### src/rtl/piso_ctrl_pkg.sv
// Shared definitions for the parallel-in / serial-out transmitter:
// FSM state encoding and the counter-width helper.
package piso_ctrl_pkg;

   typedef enum logic [1:0] {
      ST_IDLE  = 2'd0,
      ST_SHIFT = 2'd1,
      ST_DONE  = 2'd2
   } piso_state_t;

   // Bits needed to count 0..range-1, never fewer than one.
   function automatic int cnt_width(input int range);
      if (range <= 1) begin
         return 1;
      end else begin
         return $clog2(range);
      end
   endfunction

endpackage

### src/rtl/piso_shreg.sv
// Loadable shift register; head is the bit currently presented on the line,
// taken from the MSB or LSB end depending on MSB_FIRST.
module piso_shreg #(
   parameter int N         = 8,
   parameter bit MSB_FIRST = 1'b1
) (
   input  logic         clk,
   input  logic         rst_n,
   input  logic         load,
   input  logic         shift_en,
   input  logic [N-1:0] d,
   output logic         head
);

   logic [N-1:0] r_data;

   // Data register: load has priority over shifting.
   always_ff @(posedge clk or negedge rst_n) begin
      if (!rst_n) begin
         r_data <= {N{1'b0}};
      end else if (load) begin
         r_data <= d;
      end else if (shift_en) begin
         if (MSB_FIRST) begin
            r_data <= {r_data[N-2:0], 1'b0};
         end else begin
            r_data <= {1'b0, r_data[N-1:1]};
         end
      end else begin
         r_data <= r_data;
      end
   end

   assign head = MSB_FIRST ? r_data[N-1] : r_data[0];

endmodule

### src/rtl/piso_tx_ctrl.sv
// Serialising transmitter: FSM plus bit/divide counters driving piso_shreg.
// Each bit is held DIV cycles; one DONE cycle closes every completed frame.
module piso_tx_ctrl
   import piso_ctrl_pkg::*;
#(
   parameter int   N         = 8,
   parameter int   DIV       = 4,
   parameter bit   MSB_FIRST = 1'b1,
   parameter logic IDLE_LVL  = 1'b1
) (
   input  logic         clk,
   input  logic         reset,
   input  logic         in_valid,
   output logic         in_ready,
   input  logic [N-1:0] parallel_in,
   input  logic         abort,
   output logic         serial_out,
   output logic         frame,
   output logic         busy,
   output logic         done
);

   localparam int DIV_W = cnt_width(DIV);
   localparam int BIT_W = cnt_width(N);
   localparam logic [DIV_W-1:0] DIV_LAST = DIV_W'(DIV - 1);
   localparam logic [BIT_W-1:0] BIT_LAST = BIT_W'(N - 1);

   piso_state_t      r_state;
   piso_state_t      w_state_nxt;
   logic [DIV_W-1:0] r_div_cnt;
   logic [DIV_W-1:0] w_div_nxt;
   logic [BIT_W-1:0] r_bit_cnt;
   logic [BIT_W-1:0] w_bit_nxt;
   logic             w_load;
   logic             w_shift;
   logic             w_head;

   piso_shreg #(
      .N         (N),
      .MSB_FIRST (MSB_FIRST)
   ) u_shreg (
      .clk      (clk),
      .rst_n    (reset),
      .load     (w_load),
      .shift_en (w_shift),
      .d        (parallel_in),
      .head     (w_head)
   );

   // State and counter registers.
   always_ff @(posedge clk or negedge reset) begin
      if (!reset) begin
         r_state   <= ST_IDLE;
         r_div_cnt <= {DIV_W{1'b0}};
         r_bit_cnt <= {BIT_W{1'b0}};
      end else begin
         r_state   <= w_state_nxt;
         r_div_cnt <= w_div_nxt;
         r_bit_cnt <= w_bit_nxt;
      end
   end

   // Next-state, counter update and output decode; abort beats the end-of-frame wrap.
   always_comb begin
      w_state_nxt = r_state;
      w_div_nxt   = r_div_cnt;
      w_bit_nxt   = r_bit_cnt;
      w_load      = 1'b0;
      w_shift     = 1'b0;
      in_ready    = 1'b0;
      frame       = 1'b0;
      busy        = 1'b0;
      done        = 1'b0;
      serial_out  = IDLE_LVL;
      case (r_state)
         ST_IDLE: begin
            in_ready = 1'b1;
            if (in_valid) begin
               w_load      = 1'b1;
               w_div_nxt   = {DIV_W{1'b0}};
               w_bit_nxt   = {BIT_W{1'b0}};
               w_state_nxt = ST_SHIFT;
            end else begin
               w_state_nxt = ST_IDLE;
            end
         end
         ST_SHIFT: begin
            frame      = 1'b1;
            busy       = 1'b1;
            serial_out = w_head;
            if (abort) begin
               w_state_nxt = ST_IDLE;
            end else if (r_div_cnt == DIV_LAST) begin
               w_div_nxt = {DIV_W{1'b0}};
               w_shift   = 1'b1;
               w_bit_nxt = r_bit_cnt + BIT_W'(1);
               if (r_bit_cnt == BIT_LAST) begin
                  w_state_nxt = ST_DONE;
               end else begin
                  w_state_nxt = ST_SHIFT;
               end
            end else begin
               w_div_nxt = r_div_cnt + DIV_W'(1);
            end
         end
         ST_DONE: begin
            done        = 1'b1;
            busy        = 1'b1;
            w_state_nxt = ST_IDLE;
         end
         default: begin
            w_state_nxt = ST_IDLE;
         end
      endcase
   end

endmodule

### config.mk
export PLATFORM = sky130hd
export DESIGN_NAME = piso_tx_ctrl
export DESIGN_NICKNAME = d
export VERILOG_FILES = /design/src/rtl/piso_ctrl_pkg.sv /design/src/rtl/piso_shreg.sv /design/src/rtl/piso_tx_ctrl.sv
export SDC_FILE = /design/constraint.sdc
export NUM_CORES = 1
export LEC_CHECK = 0
export CAP_MARGIN = 20
export CORE_ASPECT_RATIO = 1.75
export CORE_MARGIN = 3
export CORE_UTILIZATION = 35
export CTS_CLUSTER_DIAMETER = 60
export CTS_CLUSTER_SIZE = 8
export DETAILED_ROUTE_END_ITERATION = 7
export GPL_ROUTABILITY_DRIVEN = 0
export HOLD_SLACK_MARGIN = 0.03
export PLACE_DENSITY = 0.65
export SLEW_MARGIN = 20
export SYNTH_ARGS = -nofsm -noshare
export SYNTH_HDL_FRONTEND = slang
export SYNTH_SLANG_ARGS = --single-unit
### constraint.sdc
create_clock -name clk -period 1.55 [get_ports clk]
set_clock_uncertainty 0.1 [all_clocks]
set_input_delay 0.155 -clock clk [delete_from_list [all_inputs] [get_ports clk]]
set_output_delay 0.155 -clock clk [all_outputs]
set_load 0.05 [all_outputs]
==> Implementation_results.wiki <==
{| class="wikitable"
! Metric !! Value
|-
| H-tree depth || 1
|-
| Total iterations of the first detailed-routing run || 2
|-
| Number of core rows || 23
|-
| Root Buffer Master || sky130_fd_sc_hd__clkbuf_8
|-
| Routed wire length || 1890 microns
|-
| Max-slew violation count || 0
|-
| Worst Path Max Fanout || 8
|-
| Layout overhead on the synthesized area || 55.1%
|-
| Clk buf depth || 2
|-
| Worst Path Class, Setup || flip-flop to flip-flop
|-
| Core region area || 2330 sq um
|-
| Max rail drop VDD || 0.00102 V
|-
| Dpl ws || -223 ps
|-
| Hold violation count in the final report || 0
|-
| Port-buffer cells || 16
|-
| Data required, critical path || 1580 ps
|-
| Routed length per instance || 14.0 microns
|-
| Sum of overflow across all layers after global routing || 0
|-
| Arr. time, crit path || 1670 ps
|-
| Post-placement cell count || 123
|-
| Cell Area, Synth || 876 sq um
|-
| Max Freq || 607 MHz
|-
| Pin count of the biggest net entering global routing || 16
|-
| Count of mapped cells out of synthesis || 72
|-
| Classification of the worst-slack hold path || primary input to asynchronous set/reset pin
|-
| CP most frequent cell || sky130_fd_sc_hd__mux2_4
|-
| Multi-input gate area in the final layout || 520 sq um
|-
| Number of nets in the final layout || 129
|-
| Number of vias in the routed layout || 676
|-
| Die area || 3160 sq um
|-
| Setup crit end kind || flip-flop
|-
| Reg clk slew, reported paths || 60 ps
|-
| Total CTS buffers || 3
|-
| Number of nets produced by synthesis || 90
|-
| CTS tree || done
|-
| Syn Area/Cell || 12.2 sq um
|-
| Top Ports || 17
|-
| Power density over cell area || 1670 nW/um^2
|-
| Library cells used by synthesis || 22
|-
| Antenna violations before repair || 0
|-
| Fraction of layout instances using a drive strength above 1 || 49.1%
|-
| Top cells by area, synth || sky130_fd_sc_hd__dfrtp_1, sky130_fd_sc_hd__mux2_4, sky130_fd_sc_hd__mux2_2
|-
| Filler instances || 188
|-
| Fin Setup TNS || -1010 ps
|-
| Height of the die || 72.2 microns
|-
| 1st-iter DRT viols || 5
|-
| First-pass GRT wire length || 3180 microns
|-
| Sequential-to-total area share from yosys stat || 42.9%
|-
| Overall routing resource usage || 12.9%
|-
| Final Critical Period || 1650 ps
|-
| Leakage power || 0.641 nW
|-
| Proportion of netlist area held by the largest area contributor || 42.9%
|-
| DRC violation count after routing || 0
|-
| Sequential cell area || 377 sq um
|-
| Clock Latency Late Sink || 240 ps
|-
| Final standard cell area without fillers || 1360 sq um
|-
| Worst-margin pin slew || 284 ps
|-
| Unrepaired setup endpoints after global routing || yes
|-
| Antenna-violating nets left || 0
|-
| Vias in the first global route || 719
|-
| Post-layout total power || 0.00226 W
|-
| Violations in the final reports || negative setup slack
|-
| Final setup violating endpoints || 14
|-
| Number of warnings printed during yosys synthesis || 0
|-
| Result of the run || complete, but fails checks
|-
| Period utilization || 106%
|-
| Cell Chain, Critical Path || inv_2, buf_6, ha_4, nand2_8, mux2_4, mux2_4
|-
| Mean number of vias per cell || 5.01
|-
| Number of diodes added for antenna fixing || 0
|-
| Final setup slack of the worst path || -98.5 ps
|-
| Biggest cell delay along the critical path || 390 ps
|-
| Placed standard-cell area || 1200 sq um
|-
| Worst slew margin || 81.0%
|-
| Filler-free cell count of the finished design || 135
|-
| Final HPWL DP || 1420 microns
|-
| Register bit total from synthesis || 15
|-
| CP max-delay cell || sky130_fd_sc_hd__dfrtp_1
|-
| Type of element launching the critical path || flip-flop
|-
| Count of clock tree sinks || 15
|-
| Width of the chip || 43.8 microns
|-
| Max-Cap Viols || 0
|-
| Most area-hungry cell type in the Yosys netlist || sky130_fd_sc_hd__dfrtp_1
|-
| Starting density of the core || 37.6%
|}
==> layout make-up <==
cell class,count,share of cell area [%]
Multi-Input combinational cell,50,38.3
Inverter,5,1.38
Clock buffer,4,3.31
Sequential cell,15,27.7
Timing Repair Buffer,36,27.0
Tap cell,25,2.30
==> sequential cells by signal (all words and copies together) (netlist names) <==
name and count:
u_shreg.r_data 8, r_bit_cnt 3, r_div_cnt 2, r_state 2
==> cell usage in the layout (no fill, tap or decap), drive strengths merged, types with 2 or more instances in the layout <==
cell           instances
a22o                   3
buf                   25
clkbuf                 4
clkdlybuf4s50         11
dfrtp                 15
ha                     6
inv                    5
mux2                  15
mux2i                  3
nand2                  7
nand2b                 2
nor2b                  3
o21ai                  4
==> worst paths after layout <==
| check | from | endpoint | slack (ps) | depth (start not counted) |
|---|---|---|---|---|
| max | r_state[1] | u_shreg.r_data[6] | -100 | 6 |
| min | reset | u_shreg.r_data[3] | 130 | 2 |
| max reg2reg | r_state[1] | u_shreg.r_data[6] | -100 | 6 |
| min reg2reg | u_shreg.r_data[2] | u_shreg.r_data[2] | 410 | 1 |
| max in group asynchronous | reset | r_state[0] | 1020 | 2 |
| min in group clk | parallel_in[0] | u_shreg.r_data[0] | 390 | 3 |
==> synthesized netlist by cell type <==
master,n
sky130_fd_sc_hd__a21oi_2,1
sky130_fd_sc_hd__a22o_1,3
sky130_fd_sc_hd__a22oi_1,1
sky130_fd_sc_hd__and2_1,1
sky130_fd_sc_hd__buf_6,2
sky130_fd_sc_hd__dfrtp_1,15
sky130_fd_sc_hd__ha_1,6
sky130_fd_sc_hd__inv_1,5
sky130_fd_sc_hd__mux2_1,1
sky130_fd_sc_hd__mux2_2,7
sky130_fd_sc_hd__mux2_4,7
sky130_fd_sc_hd__mux2i_1,3
sky130_fd_sc_hd__nand2_1,6
sky130_fd_sc_hd__nand2_2,1
sky130_fd_sc_hd__nand2b_1,2
sky130_fd_sc_hd__nand3_1,1
sky130_fd_sc_hd__nor2_1,1
sky130_fd_sc_hd__nor2b_1,2
sky130_fd_sc_hd__nor2b_4,1
sky130_fd_sc_hd__o21ai_0,4
sky130_fd_sc_hd__or2b_1,1
sky130_fd_sc_hd__or3_1,1
==> cell families (layout without fill, tap and decap cells) <==
family / Yosys count / count (layout) / synth area share (%)
AND/OR/NAND/NOR: 17 / 17 / 11.0
adder cells (fa/ha/maj): 6 / 6 / 8.57
flip-flops: 15 / 15 / 42.9
AO/OA/AOI/OAI: 9 / 9 / 7.14
buffers and inverters: 7 / 45 / 4.71
multiplexers: 18 / 18 / 25.7
==> where the power goes <==
part / total (W) / switching (W) / internal, W
logic: 0.00129 / 0.000518 / 0.000771
registers: 0.000666 / 0.000110 / 0.000556
clock network: 0.000309 / 0.000128 / 0.000181
==> timing repair <==
action | in CTS | in global routing
pin swaps | 0 | 1
setup endpoints to repair | 14 | 17
hold buffers | 0 | 0
endpoints found under the hold margin | 0 | 0
setup buffers | 5 | 3
resized for setup | 14 | 3
==> critical path: cells and delay by family (launching register included) <==
family	cells	cell delay (ps)
simple gates	1	90
buf+inv	2	200
mux	2	560
flops	1	390
fa+ha+maj	1	190
==> metal layers <==
| metal | GRT usage, % | up-vias | share of wire [%] |
|---|---|---|---|
| met2 | 23.2 | 9 | 58 |
| met4 | 3.02 | 0 | 0.58 |
| met5 | 0 | - | 0 |
| met3 | 2.23 | 2 | 2.0 |
| met1 | 15.3 | 340 | 40 |
| li1 | - | 325 | - |
==> through the flow <==
| stage | hold WS (ps) | util [%] |
|---|---|---|
| after floorplan | -241 | - |
| after global placement | 385 | 51.4 |
| after detailed placement | 395 | 51.4 |
| after CTS | 147 | 57.1 |
| after global routing | 145 | 58.3 |
| final | 133 | 58.3 |
(Power assumes the default switching activity.)
